$ cat config.mk
export PLATFORM = sky130hd
export DESIGN_NAME = lsu
export DESIGN_NICKNAME = d
export VERILOG_FILES = /design/src/rtl/lsu_pkg.sv /design/src/rtl/lsu_align.sv /design/src/rtl/lsu.sv
export SDC_FILE = /design/constraint.sdc
export NUM_CORES = 1
export LEC_CHECK = 0
export ABC_AREA = 1
export BUFFER_PORTS_ARGS = -buffer_cell sky130_fd_sc_hd__buf_2
export CAP_MARGIN = 5
export CORE_ASPECT_RATIO = 0.75
export CORE_MARGIN = 2
export CORE_UTILIZATION = 53
export DETAILED_ROUTE_END_ITERATION = 12
export MAX_ROUTING_LAYER = met4
export PLACE_DENSITY = 0.85
export SETUP_SLACK_MARGIN = 0.02
export SLEW_MARGIN = 25
export SYNTH_ARGS = -nofsm -noshare
export SYNTH_HDL_FRONTEND = slang
export SYNTH_HIERARCHICAL = 1
export SYNTH_SLANG_ARGS = --single-unit
$ cat constraint.sdc
create_clock -name clk -period 2.7 [get_ports clk]
set_input_delay 0.54 -clock clk [delete_from_list [all_inputs] [get_ports clk]]
set_output_delay 0.54 -clock clk [all_outputs]
set_load 0.02 [all_outputs]
$ cat src/rtl/lsu_pkg.sv
// lsu_pkg: shared types for the load/store unit.
// Holds funct3 size codes, FSM states, byte-enable type and misalign check.
package lsu_pkg;

    localparam logic [2:0] F3_B  = 3'b000;
    localparam logic [2:0] F3_H  = 3'b001;
    localparam logic [2:0] F3_W  = 3'b010;
    localparam logic [2:0] F3_BU = 3'b100;
    localparam logic [2:0] F3_HU = 3'b101;

    typedef enum logic [1:0] {
        IDLE,
        REQ,
        WAIT,
        DONE
    } state_t;

    typedef logic [3:0] be_t;

    // Bytes are never misaligned; halves need addr[0]=0; everything
    // else (W and the unused codes) is treated as a word.
    function automatic logic is_misaligned(input logic [2:0] f3,
                                           input logic [1:0] off);
        case (f3)
            F3_B, F3_BU: return 1'b0;
            F3_H, F3_HU: return off[0];
            default:     return off != 2'b00;
        endcase
    endfunction

endpackage

$ cat src/rtl/lsu_align.sv
// lsu_align: combinational lane steering for the LSU.
// Ports: i_st_f3/i_st_off/i_st_data -> o_be/o_wdata (store side);
//        i_ld_f3/i_ld_off/i_rdata  -> o_ld_data (load side).
module lsu_align
    import lsu_pkg::*;
(
    input  logic [2:0]  i_st_f3,
    input  logic [1:0]  i_st_off,
    input  logic [31:0] i_st_data,
    output be_t         o_be,
    output logic [31:0] o_wdata,
    input  logic [2:0]  i_ld_f3,
    input  logic [1:0]  i_ld_off,
    input  logic [31:0] i_rdata,
    output logic [31:0] o_ld_data
);

    logic [7:0]  w_byte;
    logic [15:0] w_half;

    always_comb begin
        o_be    = 4'b1111;
        o_wdata = i_st_data;
        case (i_st_f3)
            F3_B, F3_BU: begin
                o_be    = be_t'(4'b0001 << i_st_off);
                o_wdata = {4{i_st_data[7:0]}};
            end
            F3_H, F3_HU: begin
                o_be    = be_t'(4'b0011 << {i_st_off[1], 1'b0});
                o_wdata = {2{i_st_data[15:0]}};
            end
            default: begin
                o_be    = 4'b1111;
                o_wdata = i_st_data;
            end
        endcase
    end

    always_comb begin
        w_byte    = i_rdata[{i_ld_off, 3'b000} +: 8];
        w_half    = i_rdata[{i_ld_off[1], 4'b0000} +: 16];
        o_ld_data = i_rdata;
        case (i_ld_f3)
            F3_B:    o_ld_data = {{24{w_byte[7]}}, w_byte};
            F3_BU:   o_ld_data = {24'd0, w_byte};
            F3_H:    o_ld_data = {{16{w_half[15]}}, w_half};
            F3_HU:   o_ld_data = {16'd0, w_half};
            default: o_ld_data = i_rdata;
        endcase
    end

endmodule

$ cat src/rtl/lsu.sv
// lsu: M-stage load/store unit on a req/gnt/rvalid bus; stalls the pipe
// until done. Optional macro LSU_MISALIGN_EXC_EN traps misaligned H/W.
module lsu
    import lsu_pkg::*;
(
    input  logic        clk,
    input  logic        reset,
    input  logic        MemReadM,
    input  logic        MemWriteM,
    input  logic [2:0]  funct3M,
    input  logic [31:0] ALUResultM,
    input  logic [31:0] WriteDataM,
    output logic [31:0] ReadDataM,
    output logic        StallMemM,
    output logic        MisalignM,
    output logic        mem_req,
    output logic        mem_we,
    output logic [31:0] mem_addr,
    output logic [3:0]  mem_be,
    output logic [31:0] mem_wdata,
    input  logic        mem_gnt,
    input  logic        mem_rvalid,
    input  logic [31:0] mem_rdata
);

    state_t      r_state;
    state_t      w_next;
    logic        r_req;
    logic        r_we;
    logic [31:0] r_addr;
    be_t         r_be;
    logic [31:0] r_wdata;
    logic [2:0]  r_f3;
    logic [1:0]  r_off;
    logic [31:0] r_rdata;
    logic        r_mis;

    logic        w_access;
    logic        w_mis;
    logic        w_issue;
    logic        w_stall;
    be_t         w_be;
    logic [31:0] w_wdata;
    logic [31:0] w_ld;

    assign w_access = MemReadM | MemWriteM;

`ifdef LSU_MISALIGN_EXC_EN
    assign w_mis = w_access & is_misaligned(funct3M, ALUResultM[1:0]);
`else
    assign w_mis = 1'b0;
`endif

    lsu_align u_align (
        .i_st_f3   (funct3M),
        .i_st_off  (ALUResultM[1:0]),
        .i_st_data (WriteDataM),
        .o_be      (w_be),
        .o_wdata   (w_wdata),
        .i_ld_f3   (r_f3),
        .i_ld_off  (r_off),
        .i_rdata   (mem_rdata),
        .o_ld_data (w_ld)
    );

    always_ff @(posedge clk) begin
        if (reset) r_state <= IDLE;
        else       r_state <= w_next;
    end

    always_comb begin
        w_next  = r_state;
        w_issue = 1'b0;
        case (r_state)
            IDLE: begin
                if (w_access && !w_mis) begin
                    w_next  = REQ;
                    w_issue = 1'b1;
                end
            end
            REQ:     if (mem_gnt) w_next = r_we ? DONE : WAIT;
            WAIT:    if (mem_rvalid) w_next = DONE;
            default: w_next = IDLE;
        endcase
        // A trapped access in IDLE must not hold the pipeline.
        w_stall = w_access && (r_state != DONE)
                  && !((r_state == IDLE) && w_mis);
    end

    always_ff @(posedge clk) begin
        if (reset) begin
            r_req   <= 1'b0;
            r_we    <= 1'b0;
            r_addr  <= '0;
            r_be    <= '0;
            r_wdata <= '0;
            r_f3    <= '0;
            r_off   <= '0;
            r_rdata <= '0;
            r_mis   <= 1'b0;
        end else begin
            r_mis <= (r_state == IDLE) && w_mis;
            if (w_issue) begin
                r_req   <= 1'b1;
                r_we    <= MemWriteM;
                r_addr  <= {ALUResultM[31:2], 2'b00};
                r_be    <= w_be;
                r_wdata <= w_wdata;
                r_f3    <= funct3M;
                r_off   <= ALUResultM[1:0];
            end else if ((r_state == REQ) && mem_gnt) begin
                r_req <= 1'b0;
            end
            if ((r_state == WAIT) && mem_rvalid) r_rdata <= w_ld;
        end
    end

    assign ReadDataM = r_rdata;
    assign StallMemM = w_stall;
    assign MisalignM = r_mis;
    assign mem_req   = r_req;
    assign mem_we    = r_we;
    assign mem_addr  = r_addr;
    assign mem_be    = r_be;
    assign mem_wdata = r_wdata;

endmodule
==> summary.md, run 1 <==
| Metric | Value |
|---|---|
| Outcome | `finished, final reports clean` |
| Reg2reg end | `ReadDataM[31]` |
| Worst reg2reg path startpoint | `r_off[1]` |
| Detailed Place HPWL | `10,200 um` |
| Asr flop ratio synth | `0%` |
| First drt pass iteration count | `5` |
| Final Critical Period | `1.84 ns` |
| Post-CTS Resized | `0` |
| Maximum clock rate | `0.545 GHz` |
| Synth cell types | `27` |
| Largest stage delay, worst path | `0.68 ns` |
| Sequential share of the synthesized area | `about two fifths` |
| Top cell by count, worst path | `nand3_1` |
| Max VDD drop | `0.000856 V` |
| R2R depth | `7` |
| First DRT Iteration DRCs | `approximately 380` |
| Hold path cells | `2` |
| CTS HTree Levels | `3` |
| HP Start | `reset` |
| Port Buffer Count | `205` |
| Setup-failing EPs final | `0` |
| Pwr Total | `about 6.7 mW` |
| Max_slew headroom | `36.1%` |
| Via density | `roughly 5` |
| Final hold violation count | `0` |
| Worst path slowest cell | `dfxtp_1` |
| Clk buf depth | `2` |
| Crit-path max FO | `24` |
| Die Area | `10,600 sq um` |
| Drt drc | `0` |
| First-pass GRT wire length | `~23,000 um` |
| WL final | `14,300 um` |
| Post-CTS repair timing setup buffer count | `0` |
| Critical-path cell list | `nand2_1 -> nand3_1 -> nand2_2 -> nand2_4 -> nand3_1 -> o21ai_0 -> nor2_1` |
| Antenna cells | `0` |
| DR vias | `5,438` |
| Clock transition at path regs | `roughly 0.070 ns` |
| Io pins | `209` |
| Flop2flop setup slack | `between 0.8 and 0.9 ns` |
| Die X | `about 120 um` |
| Period utilization | `68.0%` |
| Design Area, Final | `6330 sq um` |
| Static Leak | `between 3 and 4 nW` |
| Filler Cell Count | `about 950` |
| Crit start category | `flip-flop` |
| Post-synth EDFFs | `0` |
| GPL Wtd Cong | `approximately 0.94` |
| Post-Syn Instances | `782` |
| Clock Sinks | `107` |
| Root buffer cell | `clkbuf_16` |
| Type of the worst min-delay path | `input port to flip-flop` |
| FF+latch count, synth | `107` |
| Crit path required time | `2.93 ns` |
| Standard-cell rows | `31` |
| Grt total ovfl | `0` |
| CTS tree | `yes` |
| ANT nets after route | `0` |
| Worst Hold End | `mem_we` |
| Critical path type | `flip-flop to flip-flop` |
| Area growth, synth to finish | `21.8%` |
| Main synth FF type | `dfxtp_1` |
| Worst Tran Pin Value | `0.957 ns` |
| Initial antenna violation count | `0` |
| Synth top cells by count | `nor2_1, nand2_1, dfxtp_1, o21ai_0, inv_1` |
| Crit end category | `flip-flop` |
| Count leader, synth | `nor2_1` |
| Max Slew Vio Count | `0` |
| Share of the synthesized area in the top cell type | `41.2%` |
| Area leader, netlist | `dfxtp_1` |
| Core Footprint | `about 9600 sq um` |
| # hold bufs at CTS | `0` |
| Post-DP Area | `~6100 sq um` |
| Worst EP arrival | `2.07 ns` |
| Share of cells above drive strength 1 | `26.2%` |
| Max-cap violations | `0` |
| Largest cells by area after synthesis | `dfxtp_1, nor2_1, nand2_1` |
| Post-Syn Area per Cell | `around 6.7 sq um` |
| PwrDens | `1060 nW/um^2` |
| DR WL/cell | `13.1 um` |
| Largest net degree at the start of global routing | `72` |
| Final #Nets | `1,060` |
| Setup TNS | `0 ns` |
| GRT Util Overall | `27.6%` |
| Ys Warns | `6` |
| Vias in the first global route | `4,907` |
| WHS | `0.405 ns` |
| RSZ-0062 raised after global routing | `false` |
| Worst skew pair latency | `0.35 ns` |
| Starting density of the core | `54.1%` |
| Core Util, Final | `65.9%` |
| Die H | `89.8 um` |
| Mapped Area | `approximately 5200 sq um` |
| Clock skew | `a little under 0.009 ns` |
| Num CTS Buffers | `9` |
## logic make-up after synthesis
kind of cell | share of synthesized area, %
AO/OA/AOI/OAI | 12.9
adder cells (fa/ha/maj) | 0.962
buffers and inverters | 11.4
flip-flops | 41.2
other | 0.0721
AND/OR/NAND/NOR | 33.5
## registers in the layout (all words and copies together) (netlist names)
signal	flops
r_off	2
mem_req	1
mem_be	4
mem_wdata	32
mem_we	1
r_state	2
ReadDataM	32
mem_addr	30
r_f3	3
## critical path, delay by kind of cell, from the launching register on
| kind | cells | cell delay, ns |
|---|---|---|
| flip-flops | 1 | 0.68 |
| AO/OA/AOI/OAI | 1 | 0.23 |
| AND/OR/NAND/NOR | 6 | 0.80 |
## area by class of cell
cell class	count	area, sq um	share of cell area [%]
clock inverter	6	50.0	0.790
clock buffer	10	229	3.61
timing repair buffer	212	1080	17.0
inverter	48	188	2.96
sequential	107	2140	33.8
multi-input combinational	573	2480	39.2
tap	132	165	2.61
## routing by layer
metal,track usage (%),routed length (um),vias to the layer above
li1,-,-,2773
met1,37.7,6530,2389
met2,40.5,6270,260
met3,6.60,1250,16
met4,8.53,210,0
met5,-,0,-
## stage by stage
| step | worst slack, ns | std cells |
|---|---|---|
| 2_1_floorplan | 1.18 | 784 |
| 3_3_place_gp | 0.892 | 1072 |
| 3_5_place_dp | 0.797 | 1072 |
| 4_1_cts | 0.884 | 1088 |
| 5_1_grt | 0.662 | 1088 |
| 6_report | 0.864 | 1088 |
## power by group
group	switching [mW]	internal (mW)	total [mW]
Combinational	2.09	0.988	3.08
Sequential	0.303	2.05	2.36
Clock	0.613	0.638	1.25
Total	3.01	3.68	6.69
## worst max path at each step
stage                              from       endpoint  cells past startpoint
after floorplan           mem_rdata[15]  ReadDataM[16]                      8
after global placement       funct3M[1]  mem_wdata[31]                      6
after detailed placement     funct3M[1]  mem_wdata[31]                      6
after CTS                      r_off[1]  ReadDataM[31]                      7
after global routing           r_off[1]  ReadDataM[12]                      7
final                          r_off[1]  ReadDataM[31]                      7
## layout by cell type, fill, tap and decap left out, types with 3 or more instances in the layout
cell type,netlist,routed
inv_1,43,43
nor2_2,12,12
nor2_1,220,220
ha_1,4,4
conb_1,1,3
dfxtp_1,107,107
o21ai_1,12,12
o21ai_0,105,105
inv_2,4,4
buf_4,12,7
o211ai_1,7,7
clkbuf_16,0,9
nand2_1,160,160
buf_2,13,205
nand3_1,39,39
a21oi_1,3,3
No activity file was read; power rests on OpenSTA's default activity.
==> run 2, diff against run 1 <==
--- a/config.mk
+++ b/config.mk
@@ -5,15 +5,15 @@
 export SDC_FILE = /design/constraint.sdc
 export NUM_CORES = 1
 export LEC_CHECK = 0
-export ABC_AREA = 1
+export ABC_AREA = 0
 export BUFFER_PORTS_ARGS = -buffer_cell sky130_fd_sc_hd__buf_2
 export CAP_MARGIN = 5
 export CORE_ASPECT_RATIO = 0.75
 export CORE_MARGIN = 2
-export CORE_UTILIZATION = 53
+export CORE_UTILIZATION = 44
 export DETAILED_ROUTE_END_ITERATION = 12
 export MAX_ROUTING_LAYER = met4
-export PLACE_DENSITY = 0.85
+export PLACE_DENSITY = 0.76
 export SETUP_SLACK_MARGIN = 0.02
 export SLEW_MARGIN = 25
 export SYNTH_ARGS = -nofsm -noshare
==> constraint.sdc (replaced) <==
create_clock -name clk -period 1.6 [get_ports clk]
set_input_delay 0.32 -clock clk [delete_from_list [all_inputs] [get_ports clk]]
set_output_delay 0.32 -clock clk [all_outputs]
set_load 0.02 [all_outputs]
==> run 2 against run 1 <==
  * Final area increased by 4.8%
  * First-iteration DRC count down 9.4%
  * Fmax up 21%
  * Core utilization decreased by 5.4 points
  * Final cell count decreased by 8.3%
  * Clock-buffer cell count grew 2
  * Sequential power increased by 52%
  * Sequential share of layout area is 1.4 points lower
  * Routed wire length rose by 0.58%
  * Synthesized area is 3.9% lower
  * Hold slack worse by 0.21 ns
==> summary.md, run 2 <==
| Metric | Value |
|---|---|
| Share of the synthesized area in the top cell type | `42.9% (was 41.2%)` |
| Starting density of the core | `45.5% (was 54.1%)` |
| Standard-cell rows | `33 (was 31)` |
| Critical-path cell list | `inv_1 -> ha_1 -> a222oi_1 -> mux2_2 (was nand2_1 -> nand3_1 -> nand2_2 -> nand2_4 -> nand3_1 -> o21ai_0 -> nor2_1)` |
| CTS HTree Levels | `3 (unchanged)` |
| Final hold violation count | `0 (unchanged)` |
| Met1 usage | `31.5% (was 37.7%)` |
| FF+latch count, synth | `107 (unchanged)` |
| Sequential share of the synthesized area | `42.9% (was 41.2%)` |
| WL final | `14,400 um (was 14,300 um)` |
| Period utilization | `94.7% (was 68.0%)` |
| Worst EP arrival | `1.76 ns (was 2.07 ns)` |
| Most frequent cells in the layout | `nand2_1, buf_2, a21oi_1 (was nor2_1, buf_2, nand2_1)` |
| Count leader, synth | `nand2_1 (was nor2_1)` |
| Seq pwr share | `33.2% (was 35.2%)` |
| GPL Wtd Cong | `0.894 (was 0.938)` |
| First DRT Iteration DRCs | `348 (was 384)` |
| Setup-failing EPs final | `0 (unchanged)` |
| Detailed Place HPWL | `10,400 um (was 10,200 um)` |
| Ys Warns | `6 (unchanged)` |
| Post-Syn Area per Cell | `7.59 sq um (was 6.65 sq um)` |
| Final Critical Period | `1.52 ns (was 1.84 ns)` |
| Crit start category | `flip-flop (unchanged)` |
| Max Slew Vio Count | `0 (unchanged)` |
| Largest cells by area after synthesis | `dfxtp_1, nand2_1, a21oi_1 (was dfxtp_1, nor2_1, nand2_1)` |
| Comb power frac | `44.7% (was 46.1%)` |
| Via density | `5.07 (was 5.00)` |
| Mapped Area | `5000 sq um (was 5200 sq um)` |
| GRT met3 Usage | `5.67% (was 6.60%)` |
| Area leader, netlist | `dfxtp_1 (unchanged)` |
| Clk buf depth | `2 (unchanged)` |
| Worst skew pair latency | `0.35 ns (about the same)` |
| Max VDD drop | `0.000954 V (was 0.000856 V)` |
| Grt peak-use layer | `met2 (unchanged)` |
| First-pass GRT wire length | `21,900 um (was 23,200 um)` |
| Synth cell types | `34 (was 27)` |
| Die Area | `12,200 sq um (was 10,600 sq um)` |
| Switching power | `4.26 mW (was 3.01 mW)` |
| Outcome | `finished, final reports clean (unchanged)` |
| Core Util, Final | `60.5% (was 65.9%)` |
| Type of the worst min-delay path | `input port to flip-flop (unchanged)` |
| Crit end category | `flip-flop (unchanged)` |
| Flop2flop setup slack | `0.08 ns (was 0.86 ns)` |
| Clock Sinks | `107 (unchanged)` |
| Final #Nets | `962 (was 1,060)` |
| Area growth, synth to finish | `32.8% (was 21.8%)` |
| Post-Syn Instances | `659 (was 782)` |
| Maximum clock rate | `0.660 GHz (was 0.545 GHz)` |
| Largest stage delay, worst path | `0.38 ns (was 0.68 ns)` |
| PwrDens | `1620 nW/um^2 (was 1060 nW/um^2)` |
| Crit-path max FO | `4 (was 24)` |
| GRT Util Overall | `23.1% (was 27.6%)` |
| Static Leak | `3.10 nW (was 3.36 nW)` |
| Post-synth EDFFs | `0 (unchanged)` |
| Die X | `127 um (was 118 um)` |
| CP Buf/Inv Count | `1 (was 0)` |
| Largest net degree at the start of global routing | `48 (was 72)` |
| Die H | `96.3 um (was 89.8 um)` |
| Commonest non-fill, non-tap cell in the layout | `nand2_1 (was nor2_1)` |
| Crit path required time | `1.84 ns (was 2.93 ns)` |
| Root buffer cell | `clkbuf_16 (unchanged)` |
| Clk pwr share | `22.1% (was 18.7%)` |
| Num CTS Buffers | `9 (unchanged)` |
| Vias in the first global route | `4,455 (was 4,907)` |
| DR vias | `5,062 (was 5,438)` |
| Io pins | `209 (unchanged)` |
| Main synth FF type | `dfxtp_1 (unchanged)` |
| DR WL/cell | `14.4 um (was 13.1 um)` |
| Clock transition at path regs | `0.08 ns (was 0.07 ns)` |
| Grt total ovfl | `0 (unchanged)` |
| Asr flop ratio synth | `0% (unchanged)` |
| Largest delay contributor family on the critical path | `multiplexers (was simple AND/OR/NAND/NOR gates)` |
| Synth top cells by count | `nand2_1, a21oi_1, dfxtp_1, buf_2, mux2i_1 (was nor2_1, nand2_1, dfxtp_1, o21ai_0, inv_1)` |
| Clock skew | `0.0127 ns (was 0.00866 ns)` |
| Critical path type | `flip-flop to flip-flop (unchanged)` |
| ANT nets after route | `0 (unchanged)` |
| Antenna cells | `0 (unchanged)` |
| First drt pass iteration count | `7 (was 5)` |
| Pwr Total | `10.8 mW (was 6.69 mW)` |
| Initial antenna violation count | `0 (unchanged)` |
| RSZ-0062 raised after global routing | `true (was false)` |
| Port Buffer Count | `205 (unchanged)` |
| Core Footprint | `11,000 sq um (was 9620 sq um)` |
| Routing usage on met2 | `34.5% (was 40.5%)` |
| Cell-internal power | `6.52 mW (was 3.68 mW)` |
| CTS tree | `yes (unchanged)` |
| Worst path slowest cell | `mux2_2 (was dfxtp_1)` |
| Switching share of power | `39.5% (was 45.0%)` |
| Share of cells above drive strength 1 | `34.4% (was 26.2%)` |
| Max-cap violations | `0 (unchanged)` |
| Drt drc | `0 (unchanged)` |
==> run 2: power by group through the flow <==
stage	Clock [mW]	Sequential (mW)	Combinational, mW
2_1_floorplan	0	4.21	2.42
3_3_place_gp	0	3.58	4.54
3_5_place_dp	0	3.61	4.57
4_1_cts	2.41	3.56	4.58
5_1_grt	2.52	3.65	5.30
6_report	2.38	3.58	4.82
==> run 2: area by class of cell <==
type	count	area (sq um)
clock inverter	4	56.3
tap	140	175
fill	1058	4340
sequential	107	2150
timing repair buffer	239	1410
inverter	6	22.5
multi-input combinational	490	2560
clock buffer	12	267
==> run 2: repair_timing <==
| item | CTS | global route |
|---|---|---|
| resized for setup | 2 | 17 |
| gates cloned | 0 | 2 |
| pin swaps | 1 | 3 |
| endpoints found under the setup margin | 2 | 82 |
| hold buffers | 0 | 0 |
| setup buffers | 0 | 7 |
==> run 2: worst paths after layout <==
kind,startpoint,to,depth (start not counted)
max,r_state[0],r_state[0],4
max reg2reg,r_state[0],r_state[0],4
min reg2reg,mem_wdata[3],mem_wdata[3],2
min,ALUResultM[19],mem_addr[19],3
==> run 2: cell families (layout without fill, tap and decap cells) <==
group,Yosys count,in the layout,share of synthesized area [%]
fa+ha+maj,4,4,1.00
compound gates,155,155,18.1
other cells,1,3,0.0750
simple gates,291,292,23.3
flops,107,107,42.9
mux,36,36,7.63
buf+inv,65,261,7.06
==> run 2: metrics by stage <==
step	area (sq um)	worst slack [ns]	hold slack [ns]	cells	setup TNS [ns]
2_1_floorplan	5010	0.0735	0.449	661	0
3_3_place_gp	6180	0.0615	0.439	973	0
3_5_place_dp	6180	0.00192	0.443	973	0
4_1_cts	6510	0.0201	0.190	989	0
5_1_grt	6640	-0.0235	0.193	998	-0.0235
6_report	6640	0.0842	0.198	998	0
==> run 2: worst register-to-register path: cells and delay by family, from the launching register on <==
kind                     cells  cell delay (ns)
multiplexers                 1             0.38
buffers and inverters        1             0.07
adder cells (fa/ha/maj)      1             0.24
flip-flops                   1             0.35
AO/OA/AOI/OAI                1             0.37
==> run 2: per-layer routing <==
layer  share of wire (%)  routed length (um)
met5                   0                   0
met4                 1.2                 174
met3                 7.9                1130
met2                  44                6360
met1                  47                6690
